<file path="config.mk">
export PLATFORM = sky130hd
export DESIGN_NAME = load_store_unit
export DESIGN_NICKNAME = d
export VERILOG_FILES = /design/src/rtl/lsu_pkg.sv /design/src/rtl/lsu_align.sv /design/src/rtl/load_store_unit.sv
export SDC_FILE = /design/constraint.sdc
export NUM_CORES = 1
export LEC_CHECK = 0
export CORE_UTILIZATION = 40
export CTS_CLUSTER_SIZE = 12
export DETAILED_ROUTE_END_ITERATION = 16
export PLACE_DENSITY = 0.69
export SYNTH_ARGS = -nofsm -noshare
export SYNTH_HDL_FRONTEND = slang
export SYNTH_HIERARCHICAL = 1
export SYNTH_SLANG_ARGS = --single-unit
</file>
<file path="constraint.sdc">
create_clock -name clk -period 2.7 [get_ports clk]
set_clock_uncertainty 0.15 [all_clocks]
set_input_delay 0.27 -clock clk [delete_from_list [all_inputs] [get_ports clk]]
set_output_delay 0.27 -clock clk [all_outputs]
set_load 0.02 [all_outputs]
</file>
<file path="src/rtl/lsu_pkg.sv">
// Shared types and funct3 encodings for the load/store unit.
package lsu_pkg;

  typedef enum logic [2:0] {
    StIdle,
    StLoad,
    StWrite,
    StRmwRd,
    StRmwWr,
    StResp,
    StErr
  } lsu_state_e;

  localparam logic [2:0] F3_B  = 3'b000;
  localparam logic [2:0] F3_H  = 3'b001;
  localparam logic [2:0] F3_W  = 3'b010;
  localparam logic [2:0] F3_BU = 3'b100;
  localparam logic [2:0] F3_HU = 3'b101;

endpackage

</file>
<file path="src/rtl/lsu_align.sv">
// Byte-lane extraction/extension for loads and lane merge for sub-word stores.
module lsu_align
  import lsu_pkg::*;
(
  input  logic [2:0]  funct3_i,
  input  logic [1:0]  offset_i,
  input  logic [31:0] rdata_i,
  input  logic [31:0] old_word_i,
  input  logic [31:0] wdata_i,
  output logic [31:0] load_data_o,
  output logic [31:0] merge_data_o
);

  function automatic logic [31:0] extract(input logic [2:0] f3, input logic [1:0] off,
                                          input logic [31:0] word);
    logic [7:0]  b;
    logic [15:0] h;
    b = word[{off, 3'b000} +: 8];
    h = off[1] ? word[31:16] : word[15:0];
    case (f3)
      F3_B:    extract = {{24{b[7]}}, b};
      F3_BU:   extract = {24'b0, b};
      F3_H:    extract = {{16{h[15]}}, h};
      F3_HU:   extract = {16'b0, h};
      default: extract = word;
    endcase
  endfunction

  function automatic logic [31:0] merge(input logic [2:0] f3, input logic [1:0] off,
                                        input logic [31:0] old, input logic [31:0] wd);
    logic [31:0] r;
    r = old;
    case (f3)
      F3_B: r[{off, 3'b000} +: 8] = wd[7:0];
      F3_H: begin
        if (off[1]) r[31:16] = wd[15:0];
        else        r[15:0]  = wd[15:0];
      end
      default: r = wd;
    endcase
    merge = r;
  endfunction

  assign load_data_o  = extract(funct3_i, offset_i, rdata_i);
  assign merge_data_o = merge(funct3_i, offset_i, old_word_i, wdata_i);

endmodule

</file>
<file path="src/rtl/load_store_unit.sv">
// Load/store unit in front of a word-only data memory; sub-word stores use read-modify-write.
module load_store_unit
  import lsu_pkg::*;
#(
  parameter int unsigned MEM_SIZE = 1024
) (
  input  logic        clk,
  input  logic        rst,
  input  logic        req_valid,
  output logic        req_ready,
  input  logic        req_is_store,
  input  logic [2:0]  req_funct3,
  input  logic [31:0] req_addr,
  input  logic [31:0] req_store_data,
  output logic        resp_valid,
  output logic        resp_err,
  output logic [31:0] resp_load_data,
  output logic        mem_read,
  output logic        mem_write,
  output logic [31:0] mem_addr,
  output logic [31:0] mem_write_data,
  input  logic [31:0] mem_read_data
);

  lsu_state_e  state_q;
  logic [31:0] addr_q;
  logic [2:0]  funct3_q;
  logic        is_store_q;
  logic [31:0] store_data_q;
  logic [31:0] old_word_q;
  logic [31:0] load_data_q;
  logic        req_ready_q;
  logic        resp_valid_q;
  logic        resp_err_q;

  logic [31:0] align_load;
  logic [31:0] align_merge;
  logic        misalign;
  logic        out_of_range;
  logic        bad_funct3;
  logic        fault;

  lsu_align u_align (
    .funct3_i    (funct3_q),
    .offset_i    (addr_q[1:0]),
    .rdata_i     (mem_read_data),
    .old_word_i  (old_word_q),
    .wdata_i     (store_data_q),
    .load_data_o (align_load),
    .merge_data_o(align_merge)
  );

  // Fault decode works on the live request so it can steer the accept transition.
  always_comb begin
    misalign = 1'b0;
    case (req_funct3[1:0])
      2'b01:   misalign = req_addr[0];
      2'b10:   misalign = (req_addr[1:0] != 2'b00);
      default: misalign = 1'b0;
    endcase
    out_of_range = ({2'b00, req_addr[31:2]} >= MEM_SIZE);
    if (req_is_store) begin
      bad_funct3 = req_funct3[2] | (req_funct3 == 3'b011);
    end else begin
      bad_funct3 = (req_funct3 == 3'b011) | (req_funct3 == 3'b110) | (req_funct3 == 3'b111);
    end
    fault = misalign | out_of_range | bad_funct3;
  end

  always_ff @(posedge clk) begin
    if (rst) begin
      state_q      <= StIdle;
      addr_q       <= '0;
      funct3_q     <= '0;
      is_store_q   <= 1'b0;
      store_data_q <= '0;
      old_word_q   <= '0;
      load_data_q  <= '0;
      req_ready_q  <= 1'b1;
      resp_valid_q <= 1'b0;
      resp_err_q   <= 1'b0;
    end else begin
      case (state_q)
        StIdle: begin
          if (req_valid) begin
            addr_q       <= req_addr;
            funct3_q     <= req_funct3;
            is_store_q   <= req_is_store;
            store_data_q <= req_store_data;
            load_data_q  <= '0;
            req_ready_q  <= 1'b0;
            if (fault) begin
              state_q      <= StErr;
              resp_valid_q <= 1'b1;
              resp_err_q   <= 1'b1;
            end else if (!req_is_store) begin
              state_q <= StLoad;
            end else if (req_funct3 == F3_W) begin
              state_q <= StWrite;
            end else begin
              state_q <= StRmwRd;
            end
          end
        end
        StLoad: begin
          load_data_q  <= align_load;
          state_q      <= StResp;
          resp_valid_q <= 1'b1;
        end
        StWrite: begin
          state_q      <= StResp;
          resp_valid_q <= 1'b1;
        end
        StRmwRd: begin
          old_word_q <= mem_read_data;
          state_q    <= StRmwWr;
        end
        StRmwWr: begin
          state_q      <= StResp;
          resp_valid_q <= 1'b1;
        end
        StResp, StErr: begin
          state_q      <= StIdle;
          resp_valid_q <= 1'b0;
          resp_err_q   <= 1'b0;
          req_ready_q  <= 1'b1;
        end
        default: begin
          state_q      <= StIdle;
          resp_valid_q <= 1'b0;
          resp_err_q   <= 1'b0;
          req_ready_q  <= 1'b1;
        end
      endcase
    end
  end

  // Strobes are gated by rst so a reset landing in a write state never commits.
  always_comb begin
    mem_read       = 1'b0;
    mem_write      = 1'b0;
    mem_addr       = '0;
    mem_write_data = '0;
    case (state_q)
      StLoad, StRmwRd: begin
        mem_read = ~rst;
        mem_addr = {addr_q[31:2], 2'b00};
      end
      StWrite: begin
        mem_write      = ~rst;
        mem_addr       = {addr_q[31:2], 2'b00};
        mem_write_data = store_data_q;
      end
      StRmwWr: begin
        mem_write      = ~rst;
        mem_addr       = {addr_q[31:2], 2'b00};
        mem_write_data = align_merge;
      end
      default: ;
    endcase
  end

  assign req_ready      = req_ready_q;
  assign resp_valid     = resp_valid_q;
  assign resp_err       = resp_err_q;
  assign resp_load_data = load_data_q;

endmodule

</file>
==> impl_metrics.json <==
{
  "top_layer": "met4",
  "min_path_type": "input port to flop",
  "rows": 48,
  "die_x_um": 137,
  "area_growth_pct": 41.8,
  "slew_violations": 0,
  "synth_cell_types": 64,
  "fin_crit_sh_pct": 101,
  "clockRootBuffer": "clkbuf_16",
  "design.die.area_sq_um": 18700,
  "grt_setup_unrepaired": "yes",
  "ctsHtreeMaxLevel": 4,
  "start_util_pct": 41.4,
  "outcome": "complete, but fails checks",
  "path_max_fanout": 7,
  "place_congestion": 0.905,
  "grt_max_degree": 53,
  "worst_slack_ns": -0.0207,
  "cp_data_arrival_time_ns": 2.30,
  "avgSynthCellArea_sq_um": 7.54,
  "relSlewSlack_pct": 57.7,
  "wl_per_cell_um": 18.1,
  "num_vias": 7774,
  "dp_hpwl_mm": 17.2,
  "synthFlopType": "dfxtp_1",
  "crit_required_ns": 2.28,
  "viasPerCell": 5.60,
  "drc_errors": 0,
  "synth_top_area_share_pct": 37.7,
  "firstDrtPassIters": 5,
  "p_per_area_nw_per_um2": 692,
  "cts_max_path_buffers": 2,
  "worst_pin_slew_ns": 0.635,
  "antenna_found_initial": 0,
  "min_path_cells": 2,
  "synth-edff-count": 0,
  "synthArstFlopShare_pct": 0,
  "ys_ff_latch": 137,
  "grt_pass1_vias": 7010,
  "clock_latency_ns": 0.43,
  "synth_top_area_cell": "dfxtp_1",
  "gr-total-overflow": 0,
  "ctsHoldBuffers": 0,
  "fmax_ghz": 0.368,
  "drv_cap": 0,
  "fin_util_pct": 58.8,
  "cts_tree": "done",
  "worstRegToRegCells": 8,
  "core_area_sq_um": 17500,
  "power_uw": 7130,
  "met3WireLength_mm": 2.35,
  "final_cell_mix": "290 x nand2_1, 153 x a21oi_1, 147 x clkdlybuf4s50_1",
  "synth_warnings": 6,
  "regToRegEndpoint": "resp_load_data[20]",
  "start_kind": "flop",
  "r2r_setup_slack_ns": 0.56,
  "synth_area_leaders": "dfxtp_1 38%, nand2_1 15%, a21oi_1 11%",
  "final_antenna_net_count": 0,
  "clock_sinks": 137,
  "p_leak_uw": 0.00404,
  "ir_drop_mv": 0.469,
  "drt_wl_total_mm": 25.1,
  "path_clk_slew_ns": 0.06,
  "hold_violations": 0,
  "end_kind": "primary output",
  "drive_gt1_share_pct": 13.9,
  "fin_crit_ns": 2.72,
  "syn_inst": 963,
  "reg2reg_from": "addr_q[0]",
  "insertedDiodeCount": 0,
  "grt_pass1_wl_mm": 38.4,
  "cts_buffers": 17,
  "syn_area_sq_um": 7270,
  "finalSetupViolCount": 11,
  "io_pins": 204,
  "wl_met1_mm": 10.8,
  "min_to": "old_word_q[0]",
  "yosysSeqAreaShare_pct": 37.7,
  "port_buffers": 201,
  "final_common_cell": "nand2_1",
  "drt_iter0_drc": 772,
  "violations": "negative setup slack",
  "die_h_um": 137,
  "fin_nets": 1262,
  "grt_usage_pct": 27.0,
  "wl_met2_mm": 11.3,
  "crit_type": "flop to primary output",
  "holdCritStartpoint": "rst"
}
[through the flow]
stage          std cells  instance area, sq um  setup WS (ns)  setup TNS, ns  hold slack [ns]
2_1_floorplan        964                  7270         0.0541              0            0.256
3_3_place_gp        1350                  9530         -0.279          -2.65            0.287
3_5_place_dp        1350                  9530         -0.353          -4.16            0.292
4_1_cts             1386                 10100        -0.0621         -0.352          0.00225
5_1_grt             1389                 10300        -0.0992          -1.20           0.0155
6_report            1389                 10300        -0.0207        -0.0810          0.00846
[registers in the layout, summed over array words and instances, names as in the netlist]
register / count
addr_q: 32
old_word_q: 32
resp_err: 1
state_q: 3
funct3_q: 3
resp_valid: 1
req_ready: 1
store_data_q: 32
resp_load_data: 32
[routing by layer]
layer,global-route usage (%),up-vias
met5,0,-
met1,36.0,3641
met2,40.9,346
met3,8.30,55
li1,-,3732
met4,9.46,0
[logic make-up (layout without fill, tap and decap cells)]
logic type                 count (synthesis)  count (layout)  synth area share, %
AOI/OAI and AO/OA                        278             278                 24.7
xor gates and xnor gates                   1               1                0.121
adders and majority gates                  9               9                 1.53
buffers and inverters                     93             293                 6.44
DFF                                      137             137                 37.7
muxes                                     24              24                 3.50
other                                      1               2               0.0516
and+or+nand+nor                          420             420                 25.9
[worst max-delay path by stage]
stage / startpoint / endpoint / slack (ns) / cells past startpoint
final: addr_q[0] / mem_write_data[28] / -0.02 / 9
after global routing: addr_q[0] / mem_write_data[19] / -0.1 / 9
after CTS: addr_q[0] / mem_write_data[17] / -0.06 / 8
after detailed placement: addr_q[0] / mem_write_data[17] / -0.35 / 7
after global placement: addr_q[0] / mem_write_data[19] / -0.28 / 7
after floorplan: addr_q[0] / mem_write_data[16] / 0.05 / 7
[final cells by class]
class,instances,area [sq um]
timing repair buffer,250,2420
inverter,11,51.3
tap,225,282
clock buffer,17,425
fill,1658,7230
clock inverter,15,165
sequential,137,2750
multi-input combinational,734,4220
[synth_stat cells, drive strengths merged, types with 2 or more instances]
| cell | count |
|---|---|
| or3 | 4 |
| or2 | 2 |
| nor3 | 11 |
| nand2 | 291 |
| a21oi | 155 |
| nand3 | 34 |
| clkinv | 3 |
| buf | 38 |
| nor2 | 19 |
| o211ai | 7 |
| o21a | 2 |
| a211oi | 5 |
| ha | 8 |
| inv | 8 |
| a221o | 15 |
| o21ai | 15 |
| and3 | 2 |
| o32ai | 2 |
| nor4b | 2 |
| nand2b | 6 |
| nor2b | 4 |
| o21bai | 2 |
| clkbuf | 44 |
| nor4 | 7 |
| nand4 | 2 |
| and2 | 31 |
| a22o | 55 |
| dfxtp | 137 |
| a221oi | 5 |
| nor3b | 2 |
| mux2i | 22 |
| a22oi | 5 |
[worst max-delay path, cell delays in order (launching register included)]
cell and delay, ns:
dfxtp_2 0.36, clkinv_4 0.08, ha_4 0.28, buf_4 0.12
nor4_4 0.05, buf_6 0.13, a221o_1 0.32, a22o_1 0.18
a22o_1 0.21, buf_6 0.14
[what timing repair did]
item                                    in CTS  in global routing
endpoints found under the setup margin      63                 55
buffers inserted                             7                  5
pin swaps                                    7                 25
endpoints found under the hold margin        0                  0
gates resized for setup                    159                 67
[report_power, final]
group / switching [uW] / internal [uW] / leakage [uW] / total [uW]
registers: 203 / 2220 / 0.00112 / 2430
logic: 1330 / 1000 / 0.00264 / 2330
clock network: 988 / 1380 / 0.000283 / 2370
total: 2520 / 4600 / 0.00404 / 7130
Note: power is estimated with default switching activity, not from simulation.
